File: src/rtl/aes_block_dispatcher.sv
// aes_block_dispatcher: packs stream words into 128-bit blocks, deals them
// round-robin to N_LANES AES engine lanes, gathers the results back in the
// same lane order and serialises them onto the output word stream.
// A small IDLE/RUN/DONE controller frames each job of n_blocks blocks.
module aes_block_dispatcher #(
    parameter int DATA_WIDTH = 32,
    parameter int N_LANES    = 2,
    parameter int CNT_W      = 16
) (
    input  logic                   clk_i,
    input  logic                   rst_ni,
    input  logic                   clear_i,
    input  logic                   start_i,
    input  logic [CNT_W-1:0]       n_blocks_i,
    input  logic                   in_valid_i,
    input  logic [DATA_WIDTH-1:0]  in_data_i,
    output logic                   in_ready_o,
    output logic [N_LANES-1:0]     lane_valid_o,
    output logic [N_LANES*128-1:0] lane_data_o,
    input  logic [N_LANES-1:0]     lane_ready_i,
    input  logic [N_LANES-1:0]     res_valid_i,
    input  logic [N_LANES*128-1:0] res_data_i,
    output logic [N_LANES-1:0]     res_ready_o,
    output logic                   out_valid_o,
    output logic [DATA_WIDTH-1:0]  out_data_o,
    input  logic                   out_ready_i,
    output logic                   busy_o,
    output logic                   done_o,
    output logic [CNT_W-1:0]       blk_in_cnt_o,
    output logic [CNT_W-1:0]       blk_out_cnt_o
);

    localparam int WPB   = 128 / DATA_WIDTH;
    localparam int PTR_W = (N_LANES > 1) ? $clog2(N_LANES) : 1;
    localparam int IDX_W = (WPB > 1) ? $clog2(WPB) : 1;

    localparam logic [IDX_W-1:0] LAST_IDX = IDX_W'(WPB - 1);
    localparam logic [PTR_W-1:0] LAST_PTR = PTR_W'(N_LANES - 1);

    typedef enum logic [1:0] {
        IDLE = 2'd0,
        RUN  = 2'd1,
        DONE = 2'd2
    } state_e;

    state_e           state_q, state_d;
    logic [CNT_W-1:0] n_blocks_q, n_blocks_d;
    logic [127:0]     pack_buf_q, pack_buf_d;
    logic [IDX_W-1:0] pack_idx_q, pack_idx_d;
    logic             pack_full_q, pack_full_d;
    logic [PTR_W-1:0] dptr_q, dptr_d;
    logic [127:0]     unpack_buf_q, unpack_buf_d;
    logic [IDX_W-1:0] unpack_idx_q, unpack_idx_d;
    logic             unpack_full_q, unpack_full_d;
    logic [PTR_W-1:0] cptr_q, cptr_d;
    logic [CNT_W-1:0] blk_in_cnt_q, blk_in_cnt_d;
    logic [CNT_W-1:0] blk_out_cnt_q, blk_out_cnt_d;

    logic         in_hs, lane_hs, res_hs, out_hs;
    logic [127:0] res_sel;

    // Output decode: steer the pack buffer to the dispatch lane and the
    // collect-ready to the collect lane; everything else stays quiet.
    always_comb begin
        in_ready_o   = (state_q == RUN) && !pack_full_q && (blk_in_cnt_q < n_blocks_q);
        lane_valid_o = '0;
        lane_data_o  = '0;
        res_ready_o  = '0;
        res_sel      = '0;
        for (int k = 0; k < N_LANES; k++) begin
            if (dptr_q == PTR_W'(k)) begin
                lane_valid_o[k] = pack_full_q;
                if (pack_full_q) begin
                    lane_data_o[128*k +: 128] = pack_buf_q;
                end
            end
            if (cptr_q == PTR_W'(k)) begin
                res_ready_o[k] = (state_q == RUN) && !unpack_full_q;
                res_sel        = res_data_i[128*k +: 128];
            end
        end
        out_valid_o   = unpack_full_q;
        out_data_o    = unpack_full_q ? unpack_buf_q[DATA_WIDTH*unpack_idx_q +: DATA_WIDTH] : '0;
        busy_o        = (state_q == RUN);
        done_o        = (state_q == DONE);
        blk_in_cnt_o  = blk_in_cnt_q;
        blk_out_cnt_o = blk_out_cnt_q;
        // Only one lane bit can be set in each vector, so OR-reduction
        // tells whether the selected lane handshakes.
        in_hs   = in_valid_i && in_ready_o;
        lane_hs = |(lane_valid_o & lane_ready_i);
        res_hs  = |(res_ready_o & res_valid_i);
        out_hs  = out_valid_o && out_ready_i;
    end

    // Next-state: job FSM plus the concurrent pack/dispatch/collect/unpack paths.
    always_comb begin
        state_d       = state_q;
        n_blocks_d    = n_blocks_q;
        pack_buf_d    = pack_buf_q;
        pack_idx_d    = pack_idx_q;
        pack_full_d   = pack_full_q;
        dptr_d        = dptr_q;
        unpack_buf_d  = unpack_buf_q;
        unpack_idx_d  = unpack_idx_q;
        unpack_full_d = unpack_full_q;
        cptr_d        = cptr_q;
        blk_in_cnt_d  = blk_in_cnt_q;
        blk_out_cnt_d = blk_out_cnt_q;

        unique case (state_q)
            IDLE: begin
                if (start_i) begin
                    n_blocks_d    = n_blocks_i;
                    pack_buf_d    = '0;
                    pack_idx_d    = '0;
                    pack_full_d   = 1'b0;
                    dptr_d        = '0;
                    unpack_buf_d  = '0;
                    unpack_idx_d  = '0;
                    unpack_full_d = 1'b0;
                    cptr_d        = '0;
                    blk_in_cnt_d  = '0;
                    blk_out_cnt_d = '0;
                    state_d       = (n_blocks_i == '0) ? DONE : RUN;
                end
            end
            RUN: begin
                // Pack: word i fills bits [DATA_WIDTH*i +: DATA_WIDTH].
                if (in_hs) begin
                    pack_buf_d[DATA_WIDTH*pack_idx_q +: DATA_WIDTH] = in_data_i;
                    if (pack_idx_q == LAST_IDX) begin
                        pack_idx_d  = '0;
                        pack_full_d = 1'b1;
                    end else begin
                        pack_idx_d = pack_idx_q + IDX_W'(1);
                    end
                end
                // Dispatch: in_ready is low while full, so no refill clash.
                if (lane_hs) begin
                    pack_full_d  = 1'b0;
                    dptr_d       = (dptr_q == LAST_PTR) ? '0 : dptr_q + PTR_W'(1);
                    blk_in_cnt_d = blk_in_cnt_q + CNT_W'(1);
                end
                // Collect: only the lane at cptr is ever granted, which keeps job order.
                if (res_hs) begin
                    unpack_buf_d  = res_sel;
                    unpack_full_d = 1'b1;
                    cptr_d        = (cptr_q == LAST_PTR) ? '0 : cptr_q + PTR_W'(1);
                end
                // Unpack: the last word of the last block closes the job.
                if (out_hs) begin
                    if (unpack_idx_q == LAST_IDX) begin
                        unpack_idx_d  = '0;
                        unpack_full_d = 1'b0;
                        blk_out_cnt_d = blk_out_cnt_q + CNT_W'(1);
                        if ((blk_out_cnt_q + CNT_W'(1)) == n_blocks_q) begin
                            state_d = DONE;
                        end
                    end else begin
                        unpack_idx_d = unpack_idx_q + IDX_W'(1);
                    end
                end
            end
            DONE: begin
                state_d = IDLE;
            end
            default: begin
                state_d = IDLE;
            end
        endcase

        // Soft clear wins over start and every handshake, and skips DONE.
        if (clear_i) begin
            state_d       = IDLE;
            n_blocks_d    = '0;
            pack_buf_d    = '0;
            pack_idx_d    = '0;
            pack_full_d   = 1'b0;
            dptr_d        = '0;
            unpack_buf_d  = '0;
            unpack_idx_d  = '0;
            unpack_full_d = 1'b0;
            cptr_d        = '0;
            blk_in_cnt_d  = '0;
            blk_out_cnt_d = '0;
        end
    end

    // State register with asynchronous active-low reset.
    always_ff @(posedge clk_i or negedge rst_ni) begin
        if (!rst_ni) begin
            state_q       <= IDLE;
            n_blocks_q    <= '0;
            pack_buf_q    <= '0;
            pack_idx_q    <= '0;
            pack_full_q   <= 1'b0;
            dptr_q        <= '0;
            unpack_buf_q  <= '0;
            unpack_idx_q  <= '0;
            unpack_full_q <= 1'b0;
            cptr_q        <= '0;
            blk_in_cnt_q  <= '0;
            blk_out_cnt_q <= '0;
        end else begin
            state_q       <= state_d;
            n_blocks_q    <= n_blocks_d;
            pack_buf_q    <= pack_buf_d;
            pack_idx_q    <= pack_idx_d;
            pack_full_q   <= pack_full_d;
            dptr_q        <= dptr_d;
            unpack_buf_q  <= unpack_buf_d;
            unpack_idx_q  <= unpack_idx_d;
            unpack_full_q <= unpack_full_d;
            cptr_q        <= cptr_d;
            blk_in_cnt_q  <= blk_in_cnt_d;
            blk_out_cnt_q <= blk_out_cnt_d;
        end
    end

endmodule

File: config.mk
export PLATFORM = sky130hd
export DESIGN_NAME = aes_block_dispatcher
export DESIGN_NICKNAME = d
export VERILOG_FILES = /design/src/rtl/aes_block_dispatcher.sv
export SDC_FILE = /design/constraint.sdc
export NUM_CORES = 1
export LEC_CHECK = 0
export BUFFER_PORTS_ARGS = -buffer_cell sky130_fd_sc_hd__buf_2
export CAP_MARGIN = 20
export CORE_AREA = 10 10 244 246
export CTS_CLUSTER_DIAMETER = 50
export DETAILED_ROUTE_END_ITERATION = 8
export DIE_AREA = 0 0 254 256
export GPL_TIMING_DRIVEN = 1
export SLEW_MARGIN = 20
export SYNTH_ARGS = -nofsm -noshare
export SYNTH_HDL_FRONTEND = slang
export SYNTH_SLANG_ARGS = --single-unit
File: constraint.sdc
create_clock -name clk_i -period 3.1 [get_ports clk_i]
set_input_delay 0.465 -clock clk_i [delete_from_list [all_inputs] [get_ports clk_i]]
set_output_delay 0.465 -clock clk_i [all_outputs]
set_load 0.01 [all_outputs]
==> flow_summary.ini, run 1 <==
[run_status]
run_status = completed

[critical_path]
crit_fanout = 5
arrival_ns = 2.49
criticalPathCategory = flip-flop to output port
crit_path_start_kind = flip-flop
cp_data_required_time_ns = 2.63
crit_path_largest_cell_delay_ns = 0.43
critical_path.cell_chain = ha_1 -> a21o_1 -> a21o_1 -> a211oi_1 -> o21ai_2 -> nand2_1 -> and2_1 -> buf_2
critical_path.most_common_cell = sky130_fd_sc_hd__a21o_1
timing.critical_path.to_type = output port
cpMaxStageDelayCell = sky130_fd_sc_hd__dfrtp_1

[placement]
placement.io_buffers = 641
routabilityCongestion = 0.9094
estimated_wirelength_of_the_detail_placed_design_um = 51820
placedInstanceArea_sq_mm = 0.02093

[power]
p_leak_nw = 11.51
total_power_density_per_cell_area_mw_per_mm2 = 429.3
p_sw_share_pct = 25.61
combPwrFrac_pct = 9.6
peakVddDrop_v = 0.0002970
internal_power_w = 0.007088
p_switching_w = 0.002440
p_clk_share_pct = 46.2
power_frac_seq_pct = 44.2

[logic_synthesis]
synthesis.yosys.warnings = 0
yosys_register_bits = 314
synth_simple_gate_area_share_pct = 20.11
synth-seq-area-share_pct = 46.53
synthArstFlopShare_pct = 100.0
post_synth_instance_area_sq_mm = 0.01689
synth_edf_count = 0
post_synth_fa_ha_maj_area_fraction_pct = 1.630
share_of_synthesized_area_spent_on_multiplexers_pct = 12.63
avgSynthCellArea_sq_um = 9.887
synthesized_area_fraction_occupied_by_xor_and_xnor_cells_pct = 1.660
synth.net_count = 2044
fraction_of_the_mapped_netlist_area_in_compound_gates_pct = 13.38
synth_top_family_by_area = simple AND/OR/NAND/NOR gates
post_synth_num_cell_types = 55
synthesis.instances = 1708
ys.flop_type = sky130_fd_sc_hd__dfrtp_1

[global_routing]
largest_net_degree_at_the_start_of_global_routing = 130
antenna_violations_before_repair = 25
global_route.usage.total_pct = 19.65
vias_in_the_first_global_route = 15880
grt_pass1_wl_um = 99020
overflow = 0

[finish]
layout.cell_area.non_filler_sq_mm = 0.02219
share_of_cells_above_drive_strength_1_pct = 34.46
fillCellCount = 5396
flow.area_growth_from_synthesis_pct = 31.42
final_stage_net_count = 2625

[sta]
slew_violations = 0
max_slew_margin_pct = 35.93
final_min_period_over_clock_period_pct = 95.37
max_slew.worst_pin.slew_ns = 0.9610
grt_setup_unrepaired = no
fin_crit_ns = 2.957
totalNegativeSetupSlack_ns = 0
fmaxAchievable_mhz = 338.2
timing.final.setup_violations = 0
timing_hold_violations_final = 0
clock_skews_ns = 0.02572

[cts]
clock-sinks = 314
clock_tree.buffer_depth = 3
tritoncts = yes
cts_made_buffers = 39
cts.clk_slew.worst_paths_ns = 0.06
clk-insertion-delay-late_ns = 0.54
root_buffer = sky130_fd_sc_hd__clkbuf_16
h-tree-depth = 2
cts_post_setup_buffers_inserted = 0

[drt]
first_pass_iters = 5
routed_via_density = 5.115
drt-total-wl_um = 66940
ant_nets = 0
initialDrtViolationCount = 854
drt-wirelength-per-cell_um = 22.12
remaining_drc_errors = 0
vias = 15480

[floorplan]
dieArea_sq_mm = 0.06502
row_count = 86
dieWidth_um = 254
chipHeight_um = 256
coreArea_sq_mm = 0.05466
initial_core_util_pct = 30.89
num_io_pins = 642

[min_path]
holdCritPathClass = input pin to flip-flop

[run]
drv.max_cap_violation_count = 0
## area by class of cell
| class | count | area [sq um] | share of cell area (%) |
|---|---|---|---|
| clock inverter | 16 | 163.9 | 0.7386 |
| tap | 704 | 880.8 | 3.969 |
| inverter | 24 | 90.09 | 0.4059 |
| antenna | 6 | 15.01 | 0.06766 |
| timing repair buffer | 684 | 3685 | 16.60 |
| sequential | 314 | 7865 | 35.44 |
| clock buffer | 52 | 1065 | 4.798 |
| multi-input combinational | 1226 | 8428 | 37.98 |
## state kept, by name, summed over array words and instances (netlist names), 2 cells and up
| signal | count |
|---|---|
| pack_buf_q | 128 |
| unpack_buf_q | 128 |
| blk_in_cnt_o | 16 |
| blk_out_cnt_o | 16 |
| n_blocks_q | 16 |
| pack_idx_q | 2 |
| state_q | 2 |
| unpack_idx_q | 2 |
## power by group through the flow
stage / Sequential, W / Clock [W] / Combinational [W]
2_1_floorplan: 0.00425 / 0 / 0.000406
5_1_grt: 0.00421 / 0.00469 / 0.00101
3_5_place_dp: 0.00428 / 0 / 0.000922
6_report: 0.00421 / 0.00440 / 0.000917
3_3_place_gp: 0.00428 / 0 / 0.000899
4_1_cts: 0.00421 / 0.00451 / 0.000925
## routing by layer
| layer | share of wire [%] | global-route usage (%) | vias to the layer above |
|---|---|---|---|
| met5 | 0.20 | 0 | - |
| met1 | 38 | 22.41 | 7413 |
| met3 | 8.8 | 5.807 | 136 |
| met4 | 2.8 | 5.654 | 20 |
| met2 | 50 | 34.77 | 705 |
| li1 | - | - | 7205 |
## critical path: cells and delay by family (launching register included)
kind,cells,cell delay [ns]
fa+ha+maj,1,0.33
simple gates,2,0.28
flops,1,0.43
buf+inv,1,0.17
compound gates,4,0.75
## placed cells by master, fill, tap and decap left out, types with 6 or more instances in the layout
cell type	count
sky130_fd_sc_hd__ha_1	22
sky130_fd_sc_hd__nand4_1	12
sky130_fd_sc_hd__and2_1	168
sky130_fd_sc_hd__clkbuf_1	9
sky130_fd_sc_hd__buf_12	11
sky130_fd_sc_hd__dfrtp_1	310
sky130_fd_sc_hd__o31ai_1	9
sky130_fd_sc_hd__buf_2	640
sky130_fd_sc_hd__a21o_1	8
sky130_fd_sc_hd__nand2_1	207
sky130_fd_sc_hd__buf_4	30
sky130_fd_sc_hd__o21ai_0	195
sky130_fd_sc_hd__a22o_1	97
sky130_fd_sc_hd__xor2_1	18
sky130_fd_sc_hd__mux4_2	32
sky130_fd_sc_hd__xnor2_1	14
sky130_fd_sc_hd__and3_1	138
sky130_fd_sc_hd__clkbuf_16	39
sky130_fd_sc_hd__nor2_1	42
sky130_fd_sc_hd__a21oi_1	8
sky130_fd_sc_hd__inv_1	23
sky130_fd_sc_hd__mux2i_1	140
sky130_fd_sc_hd__diode_2	6
sky130_fd_sc_hd__nand3_1	44
## cell usage after synthesis, types with 4 or more instances
| cell | n | area, sq um |
|---|---|---|
| sky130_fd_sc_hd__clkbuf_1 | 113 | 424.2 |
| sky130_fd_sc_hd__a21o_1 | 9 | 67.56 |
| sky130_fd_sc_hd__a31oi_1 | 5 | 31.28 |
| sky130_fd_sc_hd__nand2_1 | 208 | 780.8 |
| sky130_fd_sc_hd__a211oi_1 | 4 | 30.03 |
| sky130_fd_sc_hd__inv_1 | 23 | 86.33 |
| sky130_fd_sc_hd__nor2b_1 | 4 | 25.02 |
| sky130_fd_sc_hd__o21ai_0 | 195 | 975.9 |
| sky130_fd_sc_hd__nor2_1 | 44 | 165.2 |
| sky130_fd_sc_hd__nand3_1 | 44 | 220.2 |
| sky130_fd_sc_hd__a21oi_1 | 12 | 60.06 |
| sky130_fd_sc_hd__buf_2 | 22 | 110.1 |
| sky130_fd_sc_hd__mux2i_1 | 140 | 1401 |
| sky130_fd_sc_hd__mux4_2 | 32 | 720.7 |
| sky130_fd_sc_hd__nor3_1 | 6 | 30.03 |
| sky130_fd_sc_hd__nor4_1 | 5 | 31.28 |
| sky130_fd_sc_hd__nand4_1 | 12 | 75.07 |
| sky130_fd_sc_hd__buf_1 | 5 | 18.77 |
| sky130_fd_sc_hd__a22o_1 | 97 | 849.6 |
| sky130_fd_sc_hd__dfrtp_1 | 314 | 7858 |
| sky130_fd_sc_hd__and4_1 | 5 | 43.79 |
| sky130_fd_sc_hd__xor2_1 | 18 | 157.7 |
| sky130_fd_sc_hd__o31ai_1 | 9 | 67.56 |
| sky130_fd_sc_hd__and2_1 | 168 | 1051 |
| sky130_fd_sc_hd__xnor2_1 | 14 | 122.6 |
| sky130_fd_sc_hd__and3_1 | 138 | 863.3 |
| sky130_fd_sc_hd__ha_1 | 22 | 275.3 |
## kinds of logic (layout without fill, tap and decap cells)
group,Yosys count,in the layout
AO/OA/AOI/OAI,351,351
XOR/XNOR,32,32
adder cells (fa/ha/maj),22,22
buffers and inverters,168,776
flip-flops,314,314
multiplexers,173,173
other,0,6
AND/OR/NAND/NOR,648,648
## metrics by stage
| step | cells | power, W | utilization [%] | hold slack, ns | worst slack [ns] |
|---|---|---|---|---|---|
| 2_1_floorplan | 1708 | 0.004661 | - | 0.1694 | 0.6702 |
| 3_3_place_gp | 2951 | 0.005176 | 38.29 | 0.4569 | 0.3567 |
| 3_5_place_dp | 2951 | 0.005202 | 38.29 | 0.4645 | 0.2808 |
| 4_1_cts | 3020 | 0.009636 | 40.55 | 0.1103 | 0.03070 |
| 5_1_grt | 3021 | 0.009906 | 40.58 | 0.1356 | 0.002039 |
| 6_report | 3026 | 0.009528 | 40.60 | 0.1517 | 0.1435 |
## repair_timing
item                                    in CTS  in global routing
endpoints found under the hold margin       25                  0
gates resized for setup                      0                  3
endpoints found under the setup margin       0                  3
hold buffers                                 1                  0
## final timing paths
| kind | start | endpoint | slack [ns] | cells past startpoint |
|---|---|---|---|---|
| min reg2reg | unpack_buf_q[102] | unpack_buf_q[102] | 0.48 | 2 |
| max in group asynchronous | rst_ni | pack_buf_q[37] | 1.64 | 3 |
| min | n_blocks_i[1] | n_blocks_q[1] | 0.15 | 3 |
| min in group asynchronous | rst_ni | unpack_buf_q[105] | 0.54 | 2 |
| max | blk_in_cnt_o[5] | in_ready_o | 0.14 | 8 |
| max reg2reg | blk_in_cnt_o[13] | pack_buf_q[117] | 0.21 | 9 |
No activity file was read; power rests on OpenSTA's default activity.
==> inputs of run 2 (changes only) <==
--- a/config.mk
+++ b/config.mk
@@ -7,11 +7,12 @@
 export LEC_CHECK = 0
 export BUFFER_PORTS_ARGS = -buffer_cell sky130_fd_sc_hd__buf_2
 export CAP_MARGIN = 20
-export CORE_AREA = 10 10 244 246
+export CORE_AREA = 10 10 243 245
 export CTS_CLUSTER_DIAMETER = 50
 export DETAILED_ROUTE_END_ITERATION = 8
-export DIE_AREA = 0 0 254 256
+export DIE_AREA = 0 0 253 255
 export GPL_TIMING_DRIVEN = 1
+export REMOVE_ABC_BUFFERS = 1
 export SLEW_MARGIN = 20
 export SYNTH_ARGS = -nofsm -noshare
 export SYNTH_HDL_FRONTEND = slang
==> run 2 against run 1 <==
Against the previous run: global-route usage down 0.69 points; clock power up 16%; core utilization up 0.54 points; maximum frequency down 0.85%; routed wire length down 4.1%; first-iteration DRC count up 2.5%; final cell count unchanged; count of clock-buffer cells in the layout down 2; sequential share of layout area down 0.31 points; critical path type unchanged; non-clock buffer count unchanged; largest cell class unchanged; via count down 0.45%.
==> flow_summary.ini, run 2 (synthesized netlist as in run 1, its figures left out) <==
[floorplan]
coreArea_sq_mm = 0.05445
dieWidth_um = 253
row_count = 86
chipHeight_um = 255
dieArea_sq_mm = 0.06452
initial_core_util_pct = 31.01
num_io_pins = 642

[sta]
max_slew.worst_pin.slew_ns = 0.9608
fmaxAchievable_mhz = 335.4
totalNegativeSetupSlack_ns = 0
layout_setup_ws_ns = 0.1183
max_slew_margin_pct = 35.95
timing.final.setup_violations = 0
clock_skews_ns = 0.01901
slew_violations = 0
final_min_period_over_clock_period_pct = 96.19
grt_setup_unrepaired = no
holdWs_ns = 0.1319
fin_crit_ns = 2.982
timing_hold_violations_final = 0

[global_routing]
global_route.usage.total_pct = 18.96
antenna_violations_before_repair = 11
overflow = 0
grt_pass1_wl_um = 96090
vias_in_the_first_global_route = 15920
largest_net_degree_at_the_start_of_global_routing = 130

[placement]
estimated_wirelength_of_the_detail_placed_design_um = 48660
placement.io_buffers = 641
routabilityCongestion = 0.9368
post-place-ws_ns = 0.2587
placedInstanceArea_sq_mm = 0.02090

[cts]
clock_tree.buffer_depth = 3
cts.clk_slew.worst_paths_ns = 0.06
tritoncts = yes
clock-sinks = 314
h-tree-depth = 2
root_buffer = sky130_fd_sc_hd__clkbuf_16
cts_made_buffers = 40
clk-insertion-delay-late_ns = 0.56

[drt]
remaining_drc_errors = 0
drt-total-wl_um = 64190
first_pass_iters = 6
initialDrtViolationCount = 875
ant_nets = 0
routed_via_density = 5.092
vias = 15410
drt-wirelength-per-cell_um = 21.21

[finish]
footprint_of_the_flip_flops_and_latches_sq_mm = 0.007868
area_of_the_multi_input_gates_sq_mm = 0.008429
most-common-layout-cells = 640 x sky130_fd_sc_hd__buf_2, 308 x sky130_fd_sc_hd__dfrtp_1, 207 x sky130_fd_sc_hd__nand2_1
fillCellCount = 5333
flow.area_growth_from_synthesis_pct = 32.64
final_stage_net_count = 2626
layout.cell_area.non_filler_sq_mm = 0.02240
most_common_cell_after_layout_fill_and_taps_aside = sky130_fd_sc_hd__buf_2
reg_top3 = pack_buf_q x128, unpack_buf_q x128
share_of_cells_above_drive_strength_1_pct = 34.83

[power]
total_power_density_per_cell_area_mw_per_mm2 = 455.8
design_power_total_w = 0.01021
p_leak_nw = 11.63
peakVddDrop_v = 0.0003283

[critical_path]
crit_fanout = 5
criticalPathCategory = flip-flop to output port
crit_path_start_kind = flip-flop
arrival_ns = 2.52
cp_data_required_time_ns = 2.63
timing.critical_path.to_type = output port
regToRegSetupSlack_ns = 0.27

[min_path]
holdCritPathClass = input pin to flip-flop

[run_status]
run_status = completed

[run]
drv.max_cap_violation_count = 0
==> run 2: where the power goes <==
group / switching [W] / total [W] / internal [W] / leakage (nW)
registers: 0.0000477 / 0.00420 / 0.00415 / 4.36
clock network: 0.00194 / 0.00509 / 0.00315 / 0.713
logic: 0.000583 / 0.000922 / 0.000339 / 6.56
total: 0.00257 / 0.0102 / 0.00764 / 11.6
==> run 2: area by class of cell <==
| class | count | share of cell area [%] |
|---|---|---|
| Clock inverter | 22 | 1.598 |
| Clock buffer | 50 | 4.905 |
| Sequential cell | 314 | 35.13 |
| Timing Repair Buffer | 684 | 16.38 |
| Inverter | 24 | 0.4022 |
| Multi-Input combinational cell | 1226 | 37.63 |
| Antenna cell | 2 | 0.02235 |
| Tap cell | 704 | 3.933 |
==> run 2: what timing repair did <==
item / in CTS / in global routing
buffers inserted: 1 / 0
hold buffers: 1 / 0
endpoints found under the setup margin: 1 / 1
hold endpoints to repair: 69 / 0
gates resized for setup: 1 / 2
pin swaps: 1 / 1
==> run 2: metrics by stage <==
step	util (%)	cells
after floorplan	-	1564
after global placement	38.39	2950
after detailed placement	38.39	2950
after CTS	41.10	3024
after global routing	41.13	3025
final	41.14	3026
==> run 2: per-layer routing <==
layer / GRT usage, % / share of wire [%]
met5: 0 / 0.087
met4: 6.160 / 2.6
met3: 5.198 / 7.9
met2: 32.48 / 49
met1: 22.72 / 41
==> run 2: path summary, 6_finish.rpt <==
kind | start | endpoint | depth (start not counted)
max | blk_in_cnt_o[5] | in_ready_o | 8
min | n_blocks_i[1] | n_blocks_q[1] | 3
max reg2reg | blk_in_cnt_o[5] | pack_buf_q[99] | 10
min reg2reg | unpack_buf_q[88] | unpack_buf_q[88] | 2
max in group asynchronous | rst_ni | pack_buf_q[118] | 3
min in group asynchronous | rst_ni | unpack_buf_q[9] | 2
==> run 2: worst max-delay path: stages, from the launching register on <==
cell	delay (ns)
sky130_fd_sc_hd__dfrtp_1	0.43
sky130_fd_sc_hd__ha_1	0.33
sky130_fd_sc_hd__a21o_1	0.16
sky130_fd_sc_hd__a21o_1	0.18
sky130_fd_sc_hd__a211oi_2	0.24
sky130_fd_sc_hd__o21ai_2	0.11
sky130_fd_sc_hd__nand2_1	0.12
sky130_fd_sc_hd__and2_1	0.21
sky130_fd_sc_hd__buf_2	0.16
